File: config.mk
export PLATFORM = sky130hd
export DESIGN_NAME = adder_op_queue
export DESIGN_NICKNAME = d
export VERILOG_FILES = /design/src/rtl/adder_op_queue.sv
export SDC_FILE = /design/constraint.sdc
export NUM_CORES = 1
export LEC_CHECK = 0
export ABC_AREA = 1
export CAP_MARGIN = 20
export CORE_MARGIN = 4
export CORE_UTILIZATION = 57
export DETAILED_ROUTE_END_ITERATION = 8
export HOLD_SLACK_MARGIN = 0.15
export PLACE_DENSITY = 0.78
export SYNTH_ARGS = -nofsm -noshare
export SYNTH_HDL_FRONTEND = slang
export SYNTH_SLANG_ARGS = --single-unit
File: constraint.sdc
create_clock -name clk -period 3.2 [get_ports clk]
set_clock_uncertainty 0.15 [all_clocks]
set_input_delay 0.96 -clock clk [delete_from_list [all_inputs] [get_ports clk]]
set_output_delay 0.96 -clock clk [all_outputs]
set_load 0.01 [all_outputs]
File: src/rtl/adder_op_queue.sv
// Issue stage in front of the fixed-latency adder: buffers requests, issues one per
// cycle under a credit limit, and returns results in order with their mode echoed.
module adder_op_queue #(
  parameter int WIDTH = 4,
  parameter int DEPTH = 4,
  parameter int LAT   = 1
) (
  input  logic             clk,
  input  logic             rst,
  input  logic             req_valid_i,
  output logic             req_ready_o,
  input  logic [1:0]       req_f_i,
  input  logic [WIDTH-1:0] req_a_i,
  input  logic [WIDTH-1:0] req_b_i,
  output logic [1:0]       f_o,
  output logic [WIDTH-1:0] a_o,
  output logic [WIDTH-1:0] b_o,
  input  logic [WIDTH-1:0] y_i,
  output logic             rsp_valid_o,
  input  logic             rsp_ready_i,
  output logic [WIDTH-1:0] rsp_y_o,
  output logic [1:0]       rsp_f_o,
  output logic             busy_o
);

  localparam int PW = $clog2(DEPTH);
  localparam int CW = $clog2(DEPTH + 1);

  typedef logic [PW-1:0] ptr_t;
  typedef logic [CW-1:0] cnt_t;

  logic [1:0]       reqFMem [DEPTH];
  logic [WIDTH-1:0] reqAMem [DEPTH];
  logic [WIDTH-1:0] reqBMem [DEPTH];
  logic [1:0]       resFMem [DEPTH];
  logic [WIDTH-1:0] resYMem [DEPTH];

  ptr_t reqWrPtr_q, reqWrPtr_d, reqRdPtr_q, reqRdPtr_d;
  ptr_t resWrPtr_q, resWrPtr_d, resRdPtr_q, resRdPtr_d;
  cnt_t reqCount_q, reqCount_d, inflight_q, inflight_d, resCount_q, resCount_d;
  logic [LAT:0]      issueSr_q, issueSr_d;
  logic [LAT:0][1:0] modeSr_q, modeSr_d;
  logic [1:0]        f_q, f_d;
  logic [WIDTH-1:0]  a_q, a_d, b_q, b_d;

  logic        enq, issue, capture, pop;
  logic [CW:0] occupancy;

  assign req_ready_o = (reqCount_q != cnt_t'(DEPTH));
  assign rsp_valid_o = (resCount_q != '0);
  assign busy_o      = (reqCount_q != '0) || (inflight_q != '0) || (resCount_q != '0);
  assign rsp_y_o     = resYMem[resRdPtr_q];
  assign rsp_f_o     = resFMem[resRdPtr_q];
  assign f_o         = f_q;
  assign a_o         = a_q;
  assign b_o         = b_q;

  // A result slot is reserved for every issued op, so captures can never overflow.
  assign occupancy = {1'b0, inflight_q} + {1'b0, resCount_q};
  assign enq       = req_valid_i && req_ready_o;
  assign issue     = (reqCount_q != '0) && (occupancy < (CW+1)'(DEPTH));
  assign capture   = issueSr_q[LAT];
  assign pop       = rsp_valid_o && rsp_ready_i;

  always_comb begin
    reqWrPtr_d = reqWrPtr_q;
    reqRdPtr_d = reqRdPtr_q;
    resWrPtr_d = resWrPtr_q;
    resRdPtr_d = resRdPtr_q;
    f_d        = f_q;
    a_d        = a_q;
    b_d        = b_q;
    reqCount_d = reqCount_q + cnt_t'(enq) - cnt_t'(issue);
    inflight_d = inflight_q + cnt_t'(issue) - cnt_t'(capture);
    resCount_d = resCount_q + cnt_t'(capture) - cnt_t'(pop);
    issueSr_d  = {issueSr_q[LAT-1:0], issue};
    modeSr_d   = {modeSr_q[LAT-1:0], 2'b00};
    if (enq) reqWrPtr_d = reqWrPtr_q + ptr_t'(1);
    if (issue) begin
      f_d         = reqFMem[reqRdPtr_q];
      a_d         = reqAMem[reqRdPtr_q];
      b_d         = reqBMem[reqRdPtr_q];
      modeSr_d[0] = reqFMem[reqRdPtr_q];
      reqRdPtr_d  = reqRdPtr_q + ptr_t'(1);
    end
    if (capture) resWrPtr_d = resWrPtr_q + ptr_t'(1);
    if (pop) resRdPtr_d = resRdPtr_q + ptr_t'(1);
  end

  always_ff @(posedge clk or negedge rst) begin
    if (!rst) begin
      reqWrPtr_q <= '0;
      reqRdPtr_q <= '0;
      resWrPtr_q <= '0;
      resRdPtr_q <= '0;
      reqCount_q <= '0;
      inflight_q <= '0;
      resCount_q <= '0;
      issueSr_q  <= '0;
      modeSr_q   <= '0;
      f_q        <= '0;
      a_q        <= '0;
      b_q        <= '0;
    end else begin
      reqWrPtr_q <= reqWrPtr_d;
      reqRdPtr_q <= reqRdPtr_d;
      resWrPtr_q <= resWrPtr_d;
      resRdPtr_q <= resRdPtr_d;
      reqCount_q <= reqCount_d;
      inflight_q <= inflight_d;
      resCount_q <= resCount_d;
      issueSr_q  <= issueSr_d;
      modeSr_q   <= modeSr_d;
      f_q        <= f_d;
      a_q        <= a_d;
      b_q        <= b_d;
    end
  end

  // Queue storage is deliberately left out of reset; the counts alone define validity.
  always_ff @(posedge clk) begin
    if (enq) begin
      reqFMem[reqWrPtr_q] <= req_f_i;
      reqAMem[reqWrPtr_q] <= req_a_i;
      reqBMem[reqWrPtr_q] <= req_b_i;
    end
    if (capture) begin
      resFMem[resWrPtr_q] <= modeSr_q[LAT];
      resYMem[resWrPtr_q] <= y_i;
    end
  end

endmodule

==> impl_metrics.csv <==
group,metric,value,unit
logic_synthesis,synth_fp_nets,414,
global_route,antenna_found_initial,0,
cells_and_area,fin_nets,459,
place,numPortBuffers,36,
cells_and_area,multi_input_area,0.00107,mm^2
floorplanning,pin_count,37,
global_route,grt_pass1_wl,12000,um
routing,drtIter0Drc,100,
clocking,cts.reportedPaths.clkPinSlew,90,ps
routing,routed_wl,7270,um
clocking,clock_path_buffers,2,
routing,vias,2540,
worst_setup_path,r2r_start,"inflight_q[1]$_DFF_PN0_",
cells_and_area,diodes,0,
global_route,grt_usage,0.182,
sta,period_minus_slack,3020,ps
pwr,ir_worst_vdd,403,uV
cells_and_area,layout_commonest_cell,"nand2_1",
logic_synthesis,synth.distinct_cells,22,
routing,drc,0,
cells_and_area,final_cell_mix,"92 x nand2_1, 72 x inv_1, 64 x edfxtp_1, 36 x clkdlybuf4s50_1, 33 x dfrtp_1",
job,max_cap_viol_count,0,
global_route,gr-total-overflow,0,
clocking,htreeDepth,3,
worst_setup_path,crit_type,"flip-flop to primary output",
cells_and_area,post_route_cells_drive_above_1_share,0.0726,
min_path,min_path_type,"flip-flop to flip-flop",
clocking,clk-insertion-delay-late,360,ps
logic_synthesis,netlist_area,0.00416,mm^2
place,dp_slack,158,ps
sta,rsz0062_at_grt,"no",
global_route,grt_pass1_vias,2605,
clocking,clock-sinks,97,
routing,ant_nets,0,
pwr,p_leak,0.00224,uW
routing,vias_per_cell,4.86,
sta,final.setup.worst_slack,176,ps
cells_and_area,post-route-util,0.697,
worst_setup_path,worstPathCellList,"inv_1 > o21ai_0 > o22ai_1 > clkdlybuf4s50_1",
cells_and_area,fill_cells,509,
sta,setup_viol,0,
global_route,grt_max_degree,34,
sta,max_freq,331,MHz
cells_and_area,area_growth,16.3,%
logic_synthesis,synth.ff_latch_count,97,
sta,finalCritPeriodShare,0.945,
worst_setup_path,path_max_fanout,8,
clocking,cts_resized,0,
sta,tightest_slew,510,ps
clocking,cts_tree,"yes",
floorplanning,fp.dieH,93.5,um
worst_setup_path,endpoint_kind,"primary output",
worst_setup_path,critPathLaunchType,"flip-flop",
place,dp_hpwl,4750,um
floorplanning,initial_utilization,0.599,
min_path,holdCritStartpoint,"modeSr_d[2]$_DFF_PN0_",
sta,fin_tns_setup,0,ps
sta,hold_viol_final,0,
logic_synthesis,yosysSeqAreaShare,0.660,
pwr,cellPowerDensity,942,mW/mm^2
logic_synthesis,synth-edff-count,64,
sta,slew_viol_final,0,
worst_setup_path,crit_slowest_cell,"clkdlybuf4s50_1",
run_status,status,"finished, final reports clean",
logic_synthesis,ys_warn_count,0,
worst_setup_path,crit_required,2090,ps
floorplanning,fp-row-count,30,
worst_setup_path,arrival,1910,ps
sta,relSlewSlack,0.660,
routing,wire_per_inst,13.9,um
clocking,holdBufCountCts,0,
clocking,cts_buffers,9,
logic_synthesis,netlist_instances,377,
place,gp_congestion,0.723,
routing,firstDrtPassIters,4,
worst_setup_path,cp-startpoint,"resRdPtr_q[1]$_DFFE_PN0P_",
logic_synthesis,async_reset_ff_frac,0.340,
worst_setup_path,critPathMaxStageDelay,560,ps
clocking,cts_setup_buffers,0,
floorplanning,die_x,93.5,um
logic_synthesis,syn_area_per_cell,11.0,um^2
logic_synthesis,synth_top_flop_cell,"edfxtp_1",
floorplanning,core_area,0.00694,mm^2
cells_and_area,regArea,0.00275,mm^2
floorplanning,die-area,0.00873,mm^2
clocking,clk_root_buffer_cell,"clkbuf_8",
## synthesized netlist by cell type, drive strengths merged, types with 6 or more instances
| cell | count | area share |
|---|---|---|
| buf | 9 | 0.013 |
| dfrtp | 33 | 0.20 |
| edfxtp | 64 | 0.46 |
| ha | 16 | 0.048 |
| inv | 75 | 0.068 |
| nand2 | 94 | 0.086 |
| nand3 | 28 | 0.035 |
| nor2 | 21 | 0.021 |
| o21ai | 14 | 0.017 |
| o22ai | 6 | 0.0090 |
| xor2 | 7 | 0.015 |
## path summary, 6_finish.rpt
path | slack, ps | endpoint | depth (start not counted)
setup / recovery | 180 | rsp_y_o[3] | 4
hold / removal | 210 | modeSr_q[2]$_DFF_PN0_ | 0
setup reg to reg | 670 | reqCount_q[2]$_DFF_PN0_ | 9
hold reg to reg | 210 | modeSr_q[2]$_DFF_PN0_ | 0
max in group asynchronous | 1730 | b_o[1]$_DFFE_PN0P_ | 2
min in group asynchronous | 850 | inflight_q[1]$_DFF_PN0_ | 2
## through the flow
step           instance area (um^2)  cells  hold slack (ps)  power, uW
2_1_floorplan                  4160    377              181       3160
3_3_place_gp                   4640    507              182       3710
3_5_place_dp                   4640    507              187       3820
4_1_cts                        4840    523              204       4600
5_1_grt                        4840    523              211       4930
6_report                       4840    523              205       4560
## critical path, delay by kind of cell (launching register included)
kind	cells	cell delay (ps)
compound gates	2	280
flops	1	480
buf+inv	2	780
## kinds of logic (layout without fill, tap and decap cells)
| logic type | count (synthesis) | after routing | synth area share |
|---|---|---|---|
| AOI/OAI and AO/OA | 21 | 21 | 0.0271 |
| adders and majority gates | 19 | 19 | 0.0625 |
| and+or+nand+nor | 145 | 145 | 0.148 |
| buffers and inverters | 85 | 135 | 0.0818 |
| xor gates and xnor gates | 10 | 10 | 0.0210 |
| DFF | 97 | 97 | 0.660 |
## flip-flops by register name (all words and copies together) (netlist names), 3 cells and up
name,cells
reqAMem,16
resCount_q,3
resFMem,8
inflight_q,3
reqCount_q,3
b_o,4
reqFMem,8
a_o,4
resYMem,16
reqBMem,16
## report_power, final
group | internal [uW] | switching [uW]
clock | 360 | 422
combinational | 763 | 1080
sequential | 1720 | 213
## per-layer routing
metal / global-route usage / up-vias / share of wire
met1: 0.221 / 1193 / 0.42
met3: 0.0346 / 10 / 0.047
met5: 0 / - / 0
met4: 0.0757 / 0 / 0.013
met2: 0.317 / 57 / 0.52
li1: - / 1280 / -
## area by class of cell
type / count / share of cell area
clock buffer: 9 / 0.0256
multi-input combinational: 195 / 0.222
clock inverter: 7 / 0.0147
timing repair buffer: 44 / 0.0869
tap: 96 / 0.0248
sequential: 97 / 0.568
inverter: 75 / 0.0582
Note: power is estimated with default switching activity, not from simulation.
